--- src/rtl/sort_harness_pkg.sv ---
// Shared encodings for the sort self-test harness: FSM states, sub-phases,
// fail codes and the OK response value.
package sort_harness_pkg;

  localparam logic [2:0] ST_IDLE  = 3'd0;
  localparam logic [2:0] ST_FILL  = 3'd1;
  localparam logic [2:0] ST_START = 3'd2;
  localparam logic [2:0] ST_WAIT  = 3'd3;
  localparam logic [2:0] ST_CHECK = 3'd4;
  localparam logic [2:0] ST_DONE  = 3'd5;

  // Per-word bus sub-phases shared by FILL and CHECK.
  localparam logic [1:0] PH_NEXT = 2'd0;
  localparam logic [1:0] PH_REQ  = 2'd1;
  localparam logic [1:0] PH_RESP = 2'd2;

  localparam logic [2:0] FC_NONE     = 3'd0;
  localparam logic [2:0] FC_BAD_SIZE = 3'd1;
  localparam logic [2:0] FC_BUS_ERR  = 3'd2;
  localparam logic [2:0] FC_SORT_ERR = 3'd3;
  localparam logic [2:0] FC_TIMEOUT  = 3'd4;
  localparam logic [2:0] FC_ORDER    = 3'd5;
  localparam logic [2:0] FC_CKSUM    = 3'd6;

  localparam int RESP_OK = 0;

endpackage

--- src/rtl/sort_selftest_harness_lfsr.sv ---
// Right-shifting Galois LFSR that produces the fill pattern; advances only
// when step is high so the sequence continues across runs.
module lfsr_gen #(
  parameter int DATA_WDTH = 32,
  parameter logic [DATA_WDTH-1:0] SEED = 1,
  parameter logic [DATA_WDTH-1:0] TAPS = 0
) (
  input  logic                 clk,
  input  logic                 rst,
  input  logic                 step,
  output logic [DATA_WDTH-1:0] value
);

  always_ff @(posedge clk or posedge rst) begin
    if (rst)
      value <= SEED;
    else if (step)
      value <= value[0] ? ((value >> 1) ^ TAPS) : (value >> 1);
  end

endmodule

--- src/rtl/sort_selftest_harness.sv ---
// Self-checking harness: fills memory with LFSR data, runs the external sorter,
// reads back and checks ordering. Optional checksum check: SORT_CKSUM_EN.
module sort_selftest_harness
  import sort_harness_pkg::*;
#(
  parameter int          ADDR_WDTH   = 4,
  parameter int          DATA_WDTH   = 32,
  parameter int          RESP_WDTH   = 1,
  parameter logic [31:0] LFSR_SEED   = 32'h1,
  parameter logic [31:0] LFSR_TAPS   = 32'hB4BCD35C,
  parameter int          TIMEOUT_CYC = 4096
) (
  input  logic                 clk,
  input  logic                 rst,
  input  logic                 run,
  input  logic [ADDR_WDTH:0]   arr_size,
  output logic                 bus_sel,
  output logic                 sort_start,
  input  logic                 sort_done,
  input  logic                 sort_err,
  output logic                 ar_valid,
  input  logic                 ar_ready,
  output logic [ADDR_WDTH-1:0] ar_address,
  input  logic                 r_valid,
  output logic                 r_ready,
  input  logic [DATA_WDTH-1:0] r_data,
  input  logic [RESP_WDTH-1:0] r_resp,
  output logic                 aw_valid,
  input  logic                 aw_ready,
  output logic [ADDR_WDTH-1:0] aw_address,
  output logic                 w_valid,
  input  logic                 w_ready,
  output logic [DATA_WDTH-1:0] w_data,
  input  logic                 b_valid,
  output logic                 b_ready,
  input  logic [RESP_WDTH-1:0] b_resp,
  output logic                 busy,
  output logic                 pass,
  output logic                 fail,
  output logic [2:0]           fail_code,
  output logic [ADDR_WDTH:0]   err_count
);

  localparam int CNT_W = ADDR_WDTH + 1;
  localparam int TMR_W = $clog2(TIMEOUT_CYC + 1);
  localparam logic [CNT_W-1:0] MAX_N = CNT_W'(2**ADDR_WDTH);
`ifdef SORT_CKSUM_EN
  localparam int SUM_W = DATA_WDTH + ADDR_WDTH;
`endif

  logic [2:0]           state;
  logic [1:0]           phase;
  logic [CNT_W-1:0]     n_elem;
  logic [CNT_W-1:0]     idx;
  logic [TMR_W-1:0]     tmr;
  logic [DATA_WDTH-1:0] prev_data;
  logic [DATA_WDTH-1:0] lfsr_value;
  logic                 lfsr_step;
  logic                 b_ok;
  logic                 r_ok;
  logic                 last_idx;
`ifdef SORT_CKSUM_EN
  logic [SUM_W-1:0]     wr_sum;
  logic [SUM_W-1:0]     rd_sum;
`endif

  assign b_ok      = (b_resp == RESP_WDTH'(RESP_OK));
  assign r_ok      = (r_resp == RESP_WDTH'(RESP_OK));
  assign last_idx  = (idx == n_elem - CNT_W'(1));
  assign lfsr_step = (state == ST_FILL) && (phase == PH_RESP) && b_valid && b_ready && b_ok;

  lfsr_gen #(
    .DATA_WDTH (DATA_WDTH),
    .SEED      (DATA_WDTH'(LFSR_SEED)),
    .TAPS      (DATA_WDTH'(LFSR_TAPS))
  ) u_lfsr (
    .clk   (clk),
    .rst   (rst),
    .step  (lfsr_step),
    .value (lfsr_value)
  );

  always_ff @(posedge clk or posedge rst) begin
    if (rst) begin
      state      <= ST_IDLE;
      phase      <= PH_NEXT;
      n_elem     <= '0;
      idx        <= '0;
      tmr        <= '0;
      prev_data  <= '0;
      bus_sel    <= 1'b0;
      sort_start <= 1'b0;
      ar_valid   <= 1'b0;
      ar_address <= '0;
      r_ready    <= 1'b0;
      aw_valid   <= 1'b0;
      aw_address <= '0;
      w_valid    <= 1'b0;
      w_data     <= '0;
      b_ready    <= 1'b0;
      busy       <= 1'b0;
      pass       <= 1'b0;
      fail       <= 1'b0;
      fail_code  <= FC_NONE;
      err_count  <= '0;
`ifdef SORT_CKSUM_EN
      wr_sum     <= '0;
      rd_sum     <= '0;
`endif
    end else begin
      case (state)
        ST_IDLE: begin
          if (run) begin
            n_elem    <= arr_size;
            idx       <= '0;
            phase     <= PH_NEXT;
            pass      <= 1'b0;
            fail      <= 1'b0;
            fail_code <= FC_NONE;
            err_count <= '0;
            busy      <= 1'b1;
`ifdef SORT_CKSUM_EN
            wr_sum    <= '0;
            rd_sum    <= '0;
`endif
            if (arr_size > MAX_N) begin
              fail      <= 1'b1;
              fail_code <= FC_BAD_SIZE;
              state     <= ST_DONE;
            end else if (arr_size == '0) begin
              state <= ST_DONE;
            end else begin
              state <= ST_FILL;
            end
          end
        end

        ST_FILL: begin
          case (phase)
            PH_NEXT: begin
              aw_valid   <= 1'b1;
              w_valid    <= 1'b1;
              aw_address <= idx[ADDR_WDTH-1:0];
              w_data     <= lfsr_value;
              phase      <= PH_REQ;
            end
            PH_REQ: begin
              // Each channel drops on its own handshake; B is awaited once both are in.
              aw_valid <= aw_valid & ~aw_ready;
              w_valid  <= w_valid & ~w_ready;
              if (!(aw_valid && !aw_ready) && !(w_valid && !w_ready)) begin
                b_ready <= 1'b1;
                phase   <= PH_RESP;
              end
`ifdef SORT_CKSUM_EN
              if (w_valid && w_ready)
                wr_sum <= wr_sum + SUM_W'(w_data);
`endif
            end
            PH_RESP: begin
              if (b_valid) begin
                b_ready <= 1'b0;
                phase   <= PH_NEXT;
                if (!b_ok) begin
                  fail      <= 1'b1;
                  fail_code <= FC_BUS_ERR;
                  state     <= ST_DONE;
                end else if (last_idx) begin
                  idx   <= '0;
                  state <= ST_START;
                end else begin
                  idx <= idx + CNT_W'(1);
                end
              end
            end
            default: phase <= PH_NEXT;
          endcase
        end

        ST_START: begin
          bus_sel    <= 1'b1;
          sort_start <= 1'b1;
          tmr        <= TMR_W'(TIMEOUT_CYC - 1);
          state      <= ST_WAIT;
        end

        ST_WAIT: begin
          if (sort_err) begin
            sort_start <= 1'b0;
            bus_sel    <= 1'b0;
            fail       <= 1'b1;
            fail_code  <= FC_SORT_ERR;
            state      <= ST_DONE;
          end else if (sort_done) begin
            sort_start <= 1'b0;
            bus_sel    <= 1'b0;
            phase      <= PH_NEXT;
            state      <= ST_CHECK;
          end else if (tmr == '0) begin
            sort_start <= 1'b0;
            bus_sel    <= 1'b0;
            fail       <= 1'b1;
            fail_code  <= FC_TIMEOUT;
            state      <= ST_DONE;
          end else begin
            tmr <= tmr - TMR_W'(1);
          end
        end

        ST_CHECK: begin
          case (phase)
            PH_NEXT: begin
              ar_valid   <= 1'b1;
              ar_address <= idx[ADDR_WDTH-1:0];
              phase      <= PH_REQ;
            end
            PH_REQ: begin
              if (ar_ready) begin
                ar_valid <= 1'b0;
                r_ready  <= 1'b1;
                phase    <= PH_RESP;
              end
            end
            PH_RESP: begin
              if (r_valid) begin
                r_ready <= 1'b0;
                if (!r_ok) begin
                  fail      <= 1'b1;
                  fail_code <= FC_BUS_ERR;
                  state     <= ST_DONE;
                end else begin
                  if (idx != '0 && r_data < prev_data && err_count != '1)
                    err_count <= err_count + CNT_W'(1);
                  prev_data <= r_data;
`ifdef SORT_CKSUM_EN
                  rd_sum <= rd_sum + SUM_W'(r_data);
`endif
                  if (last_idx) begin
                    state <= ST_DONE;
                  end else begin
                    idx        <= idx + CNT_W'(1);
                    ar_valid   <= 1'b1;
                    ar_address <= idx[ADDR_WDTH-1:0] + ADDR_WDTH'(1);
                    phase      <= PH_REQ;
                  end
                end
              end
            end
            default: phase <= PH_NEXT;
          endcase
        end

        ST_DONE: begin
          bus_sel    <= 1'b0;
          sort_start <= 1'b0;
          ar_valid   <= 1'b0;
          r_ready    <= 1'b0;
          aw_valid   <= 1'b0;
          w_valid    <= 1'b0;
          b_ready    <= 1'b0;
          busy       <= 1'b0;
          phase      <= PH_NEXT;
          state      <= ST_IDLE;
          // An earlier abort has already latched fail and its code.
          if (!fail) begin
            if (err_count != '0) begin
              fail      <= 1'b1;
              fail_code <= FC_ORDER;
            end
`ifdef SORT_CKSUM_EN
            else if (wr_sum != rd_sum) begin
              fail      <= 1'b1;
              fail_code <= FC_CKSUM;
            end
`endif
            else begin
              pass <= 1'b1;
            end
          end
        end

        default: state <= ST_IDLE;
      endcase
    end
  end

endmodule
--- config.mk ---
export PLATFORM = sky130hd
export DESIGN_NAME = sort_selftest_harness
export DESIGN_NICKNAME = d
export VERILOG_FILES = /design/src/rtl/sort_harness_pkg.sv /design/src/rtl/sort_selftest_harness_lfsr.sv /design/src/rtl/sort_selftest_harness.sv
export SDC_FILE = /design/constraint.sdc
export NUM_CORES = 1
export LEC_CHECK = 0
export CELL_PAD_IN_SITES_DETAIL_PLACEMENT = 0
export CELL_PAD_IN_SITES_GLOBAL_PLACEMENT = 1
export CORE_MARGIN = 3
export CORE_UTILIZATION = 23
export CTS_BUF_LIST = sky130_fd_sc_hd__clkbuf_4 sky130_fd_sc_hd__clkbuf_8
export DETAILED_ROUTE_END_ITERATION = 8
export PLACE_DENSITY = 0.5
export SETUP_SLACK_MARGIN = 0.02
export SLEW_MARGIN = 25
export SYNTH_ARGS = -nofsm -noshare
export SYNTH_HDL_FRONTEND = slang
export SYNTH_HIERARCHICAL = 1
export SYNTH_SLANG_ARGS = --single-unit
export TNS_END_PERCENT = 30
--- constraint.sdc ---
create_clock -name clk -period 4.2 [get_ports clk]
set_clock_uncertainty 0.15 [all_clocks]
set_input_delay 0.84 -clock clk [delete_from_list [all_inputs] [get_ports clk]]
set_output_delay 0.84 -clock clk [all_outputs]
set_load 0.03 [all_outputs]
## After elaboration in Yosys (flattened, before gate mapping)

Index checks and enable logic that the tools add are counted.

| word-level totals | value |
|---|---|
| logic and storage cells | 233 |
| input bits | 49 |
| output and inout port bits | 58 |
| flip-flop bits (word level) | 149 |

| operators by class | value |
|---|---|
| bitwise gates (word level) | 7 |
| multiplexer cells | 107 |
| reductions and logical operators | 46 |
| eq/ne operators | 45 |
| $lt $le $gt $ge | 2 |
| $add $sub $neg | 5 |

Operator list:

| cell | number |
|---|---|
| 2-to-1 mux 3 bit | 26 |
| 2-to-1 mux 5 bit | 13 |
| inequality test 2 bit, second input constant | 20 |
| 2-to-1 mux 13 bit | 3 |
| less-than comparator 32 bit | 1 |
| 2-to-1 mux 32 bit | 1 |
| inequality test 3 bit, second input constant | 10 |
| one-hot mux 3 bit (5 select lines) | 2 |
| 2-to-1 mux 1 bit | 29 |
| one-hot mux 13 bit (2 select lines) | 1 |
| one-hot mux 1 bit (2 select lines) | 11 |
| AND reduction 10 bit | 2 |
| AND reduction 4 bit | 5 |
| 2-to-1 mux 2 bit | 9 |
| NOT 17 -> 18 bit | 1 |
| one-hot mux 5 bit (3 select lines) | 1 |
| nonzero test 5 bit | 3 |
| zero test 13 bit | 1 |
| subtractor 13 x 1 -> 13 bit, second input constant | 1 |
| 2-to-1 mux 4 bit | 3 |
| one-hot mux 2 bit (3 select lines) | 2 |
| AND reduction 12 bit | 1 |
| AND reduction 6 bit | 2 |
| nonzero test 2 bit | 6 |
| other kinds (33) | 58 |

## Depth between registers and ports, before layout

Gate-level depths: netlist (run 1).

| depth | value |
|---|---|
| depth in word-level cells | 8 |
| depth in mapped cells | 9 |
| depth with buffers taken out | 8 |

## By module

The synthesis (run 1) kept the hierarchy.

By module, submodules not included:

| module | area each (um2) | cells each | sequential area each (um2) | instances |
|---|---|---|---|---|
| sort_selftest_harness | 6,299.8 | 589 | 2,927.8 | 1 |
| lfsr_gen | 1,360.1 | 106 | 802.0 | 1 |

## Least setup slack after synthesis (run 1)

No wires, ideal clock.

| timing | value |
|---|---|
| path type | input to register |
| from | in r_data[7] |
| to | reg err_count[2] |
| buffers on the path | 0 |
| data required time | 3,930 ps |
| setup time | 120 ps |
| path slack | 1,300 ps |
| arrival | 2,630 ps |
| stages | 7 |
| cell sequence | ha_1 nand3_1 or3_1 or4_1 a31oi_1 nor2_1 a41o_1 |

| on the way | value |
|---|---|
| longest elaborated chain between the ends | 5 |

Ends and longest elaborated chain:

| item | RTL line | RTL |
|---|---|---|
| start, declared | sort_selftest_harness.sv:26 | `input logic [DATA_WDTH-1:0] r_data,` |
| less-than comparator 32 bit | sort_selftest_harness.sv:232 | `if (idx != '0 && r_data < prev_data && err_count != '1)` |
| logical AND 1 bit (2 in a row) | sort_selftest_harness.sv:232 |  |
| inequality test 2 bit (no source line) | n/a |  |
| AND reduction 6 bit (no source line) | n/a |  |
| end signal, assigned | sort_selftest_harness.sv:233 | `err_count <= err_count + CNT_W'(1);` |
| end, declared | sort_selftest_harness.sv:41 | `output logic [ADDR_WDTH:0] err_count` |

Every way passes these cells.
A chain may end at the register's enable or synchronous reset.

## Worst setup path in the final report (run 1)

Ends and elaborated chain as after synthesis.

==> results of run 1 <==
[layout make-up]
class	instances	share of cell area
clock buffer	18	0.0257
clock inverter	14	0.0152
inverter	59	0.0232
multi-input combinational	459	0.370
sequential	149	0.386
tap	442	0.0573
timing repair buffer	120	0.122
[path summary, 6_finish.rpt]
| kind | endpoint | from | slack (ps) |
|---|---|---|---|
| setup / recovery | err_count[2] | r_data[7] | 880 |
| hold / removal | tmr[12] | tmr[12] | 330 |
| setup reg to reg | err_count[2] | prev_data[7] | 1290 |
| hold reg to reg | tmr[12] | tmr[12] | 330 |
| max in group asynchronous | prev_data[26] | rst | 2570 |
| min in group asynchronous | w_data[9] | rst | 570 |
[worst register-to-register path, cell delays in order (launching register included)]
cell and delay [ps]:
dfrtp_1 360, inv_1 50, ha_1 330, nand3_1 90, or3_1 370, or4_1 450, a31oi_1 520, nor2_1 220
a41o_1 290
[routing by layer]
layer / wire length (um) / up-vias / track usage / part of all wire
li1: - / 2674 / - / -
met1: 9470 / 2614 / 0.158 / 0.49
met2: 8790 / 81 / 0.172 / 0.45
met3: 806 / 16 / 0.0309 / 0.042
met4: 261 / 2 / 0.0378 / 0.013
met5: 13 / - / 0 / 0.00067
[cells by family after synthesis]
kind of cell	Yosys count
and+or+nand+nor	160
adders and majority gates	39
xor gates and xnor gates	34
DFF	149
muxes	97
AOI/OAI and AO/OA	129
buffers and inverters	87
[synth_stat cells, types with 9 or more instances]
| cell | count |
|---|---|
| a21oi_1 | 35 |
| clkbuf_1 | 16 |
| dfrtp_1 | 148 |
| ha_1 | 39 |
| inv_1 | 59 |
| mux2_2 | 91 |
| nand2_1 | 41 |
| nand2b_1 | 11 |
| nand3_1 | 14 |
| nor2_1 | 41 |
| nor3_1 | 14 |
| o211ai_1 | 11 |
| o21ai_0 | 28 |
| xnor2_1 | 25 |
| xor2_1 | 9 |
[flip-flops by register name (all words and copies together), names as in the netlist]
name,cells
prev_data,32
b_ready,1
aw_valid,1
fail,1
state,3
r_ready,1
ar_valid,1
sort_start,1
u_lfsr/value,32
n_elem,5
ar_address,4
w_valid,1
phase,2
fail_code,3
busy,1
idx,5
pass,1
w_data,32
aw_address,4
err_count,5
tmr,13
[per-stage QoR]
step                      total power, mW  area [sq um]
after CTS                            5.83          9650
after global routing                 6.15          9650
after floorplan                      3.75          7660
after global placement               4.64          9260
final                                5.69          9650
after detailed placement             4.63          9260
[power by group through the flow]
stage          registers (mW)  logic [mW]  clock network, mW
4_1_cts                  2.09        2.52               1.22
3_3_place_gp             2.12        2.52                  0
3_5_place_dp             2.12        2.51                  0
2_1_floorplan            2.36        1.39                  0
5_1_grt                  2.15        2.73               1.27
6_report                 2.08        2.46               1.14
==> results.md, run 1 <==
* Worst Hold Class: flop to flop
* RSZ-0062 raised after global routing: no
* Top FF cell, synth: dfrtp_1
* Critical Path RT at 4420 ps
* Count of cell types in the netlist at 65
* Fmax at 0.301 GHz
* Synthesis-to-layout area growth at 26.0%
* Mean post-synth cell area at 11.0 sq um
* CP Max Fanout at 6
* Post-synth EDFFs at 0
* Wire per inst at 15.3 um
* CP Data Arrival Time at 3530 ps
* Top Family by Delay on Critical Path: simple AND/OR/NAND/NOR gates
* DR DRC count at 0
* TritonCTS clock tree: built
* Die footprint at 35,500 sq um
* Most frequent cells in the layout: dfrtp_1, clkdlybuf4s50_1, mux2_2, inv_1
* Top cells by area, synth: dfrtp_1, mux2_2, ha_1, inv_1, xnor2_1
* Initial Utilization at 0.234
* CTS max path bufs at 2
* Sw Share at 0.410
* Clk pwr share at 0.201
* Critical path type: primary input to flop
* Pre-CTS worst setup slack at 377 ps
* Outcome: complete, no violations
* Internal power at 3.35 mW
* Clock transition at path regs at 90 ps
* Routed via count at 5,387
* Final Core Density at 0.295
* Min Clock Period, post-route at 3320 ps
* Xor and xnor area share after synthesis at 0.0389
* Dpl hpwl at 13,800 um
* Iteration-0 DRC count of the detailed router at 223
* Yosys warns at 6
* Net switching power at 2.33 mW
* Fillers at 3,449
* Leakage dissipation at 4.07 nW
* H-tree depth at 4
* Storage cell area at 3730 sq um
* Setup TNS at 0 ps
* Max stage delay on crit path at 520 ps
* Placement Rows at 66
* Nets at 894
* Max-cap viol count at 0
* Routability congestion estimate at 0.732
* Boundary pin count at 107
* Number of global-route vias before repair at 5,524
* Slowest stage cell, crit path: a31oi_1
* CP Cell Sequence: clkdlybuf4s50_1, ha_1, nand3_1, or3_1, or4_1, a31oi_1, nor2_1, a41o_1
* Antenna violations before repair at 1
* Total CTS buffers at 17
* Multiplexer share of the synthesized area at 0.143
* # port buffers at 106
* Adder-Cell Fraction of Synth Area at 0.0637
* Final WS setup at 882 ps
* Levels on crit path at 8
* Total grt overflow at 0
* Multi-input logic area at 3570 sq um
* Crit. End Element: flop
* Sequential-to-total area share from yosys stat at 0.487
* Final Setup Violations at 0
* Hold Worst Slack at 333 ps
* Period Utilization, post-route at 0.790
* Share of layout cells above drive strength 1 at 0.194
* Fin cells at 1,261
* CTS root buf: clkbuf_8
* Leading area contributor after synthesis: dfrtp_1
* Clock sink total at 149
* Largest net degree at the start of global routing at 67
* Buf/Inv on CP at 1
* Pre-antenna DRT Iters at 4
* Hold Vio Cnt, Final at 0
* Synthesized flop and latch total at 149
* Die X at 188 um
* Die H at 188 um
* Clock insertion delay at the later pin of the skew report at 480 ps
* Hold path cells at 1
* Async SR Flop Fraction at 1.00
* CTS Hold Bufs at 0
* Sequential power share at 0.367
* Placed Cells at 1,229
* Final ANT Viol Nets at 0
* Vias per cell at 4.27
* Most common cell after layout, fill and taps aside: dfrtp_1
* Compound-Gate Fraction of Synth Area at 0.116
* Largest family of logic cells by synthesized area: multiplexers
* Post-synthesis cell area at 7660 sq um
* Peak supply drop at 0.000226 V
* Slew Viols, Final at 0
* Post-Synth Simple-Gate Area at 0.103
* Final WL at 19,300 um
* Synth Net Count at 783
* Worst r2r path cells at 8
* Cts repair resizes at 0
* Cell Pwr Density at 589 nW/um^2
* CP startpoint kind: primary input
* ANT cells at 0
* Worst slew margin at 0.449
* Top cell type's share of synthesized area at 0.484
* Worst-Margin Slew at 827 ps
* Logic gate share of total power at 0.432
* First-pass GRT wire length at 31,600 um
* GRT Total Usage at 0.114
* Core area at 32,700 sq um
* # Post-CTS Setup Buffers at 0
* Mapped Cells at 695
(Power assumes the default switching activity.)
==> run 2: changes to the inputs <==
PLACE_DENSITY = 0.49   (was 0.5)
clock period = 3.5 ns   (was 4.2 ns; I/O delays follow)
==> run 2 against run 1 <==
Flip-flop and latch count is the same. Total power grew 22%. Register-to-register slack lost 510 ps. Worst hold slack gained 2.8 ps. Setup slack lost 310 ps. Routed wire length is essentially flat. Cell count grew 0.32%. Clock power grew 23%. Core utilization grew 0.26 points. Global-route usage shrank 0.15 points. Sequential share of layout area shrank 0.34 points. Die area is the same.
==> results.md, run 2 (same netlist as run 1, synthesis figures left out) <==
* Outcome: complete, no violations
* Clock insertion delay at the later pin of the skew report at 480 ps
* Clock sink total at 149
* Most frequent cells in the layout: dfrtp_1, clkdlybuf4s50_1, mux2_2, inv_1
* H-tree depth at 4
* Largest net degree at the start of global routing at 64
* Pre-antenna DRT Iters at 4
* Critical Path RT at 3720 ps
* Hold Vio Cnt, Final at 0
* Boundary pin count at 107
* Die H at 188 um
* Final WL at 19,400 um
* Clock transition at path regs at 100 ps
* Iteration-0 DRC count of the detailed router at 245
* Fmax at 0.342 GHz
* Worst Hold Class: flop to flop
* Crit. End Element: flop
* CP Max Fanout at 4
* Number of global-route vias before repair at 5,537
* Period Utilization, post-route at 0.836
* CTS root buf: clkbuf_8
* Max-cap viol count at 0
* CP startpoint kind: primary input
* Setup TNS at 0 ps
* Routed via count at 5,373
* Wire per inst at 15.3 um
* TritonCTS clock tree: built
* Final ANT Viol Nets at 0
* Slew Viols, Final at 0
* Initial Utilization at 0.234
* Synthesis-to-layout area growth at 27.1%
* Placement Rows at 66
* Fin cells at 1,265
* Total CTS buffers at 17
* Cts repair resizes at 0
* RSZ-0062 raised after global routing: no
* Core area at 32,700 sq um
* Critical path type: primary input to flop
* ANT cells at 0
* Fillers at 3,454
* Final Core Density at 0.298
* # port buffers at 106
* DR DRC count at 0
* Nets at 898
* Routability congestion estimate at 0.711
* # Post-CTS Setup Buffers at 0
* Share of layout cells above drive strength 1 at 0.198
* Total power at 6.92 mW
* CTS Hold Bufs at 0
* CTS max path bufs at 2
* Leakage dissipation at 4.10 nW
* Storage cell area at 3730 sq um
* GRT Total Usage at 0.112
* Vias per cell at 4.25
* Min Clock Period, post-route at 2920 ps
* Die footprint at 35,500 sq um
* Peak supply drop at 0.000433 V
* Placed Cells at 1,233
* Die X at 188 um
* Reg-to-reg setup timing slack at 780 ps
* Worst slew margin at 0.569
* Pre-CTS worst setup slack at 36.4 ps
* Dpl hpwl at 13,800 um
* Biggest regs: prev_data: 32 flops, u_lfsr/value: 32 flops, w_data: 32 flops
* CP Data Arrival Time at 3140 ps
* Multi-input logic area at 3570 sq um
* Worst-Margin Slew at 638 ps
* First-pass GRT wire length at 31,300 um
* Cell Pwr Density at 710 nW/um^2
* Antenna violations before repair at 1
* Total grt overflow at 0
* Final WS setup at 575 ps
* Final Setup Violations at 0
* Most common cell after layout, fill and taps aside: dfrtp_1
run 2: worst max-delay path: stages:
cell and delay, ps:
clkdlybuf4s50_1 430, ha_1 350, nand3_1 90, or3_1 350, or4_1 450, a31oi_1 330
nor2_1 180, a41o_1 270
run 2: final timing paths:
check / start / to / cells past startpoint
hold / removal: tmr[12] / tmr[12] / 1
max in group asynchronous: rst / prev_data[24] / 3
setup / recovery: r_data[7] / err_count[2] / 8
setup reg to reg: tmr[0] / fail_code[0] / 8
min in group asynchronous: rst / w_data[1] / 2
hold reg to reg: tmr[12] / tmr[12] / 1
run 2: layout make-up:
class,count,area share
sequential,149,0.383
multi-input combinational,459,0.367
timing repair buffer,124,0.128
tap,442,0.0568
clock buffer,17,0.0240
inverter,59,0.0231
clock inverter,15,0.0182
run 2: metrics by stage:
step / area (sq um) / hold WS (ps)
after CTS: 9740 / 345
final: 9740 / 336
after detailed placement: 9330 / 315
after global routing: 9740 / 358
after floorplan: 7660 / 297
after global placement: 9330 / 318
run 2: power by group:
| part | switching, mW | internal, mW | total, mW |
|---|---|---|---|
| Sequential | 0.357 | 2.16 | 2.51 |
| Clock | 0.851 | 0.551 | 1.40 |
| Combinational | 1.64 | 1.36 | 3.00 |
| Total | 2.85 | 4.07 | 6.92 |
run 2: metal layers:
metal / share of wire / GRT usage / vias to the layer above
met5: 0.00067 / 0 / -
met4: 0.012 / 0.0352 / 2
met3: 0.045 / 0.0346 / 15
met2: 0.46 / 0.173 / 83
met1: 0.48 / 0.152 / 2595
li1: - / - / 2678
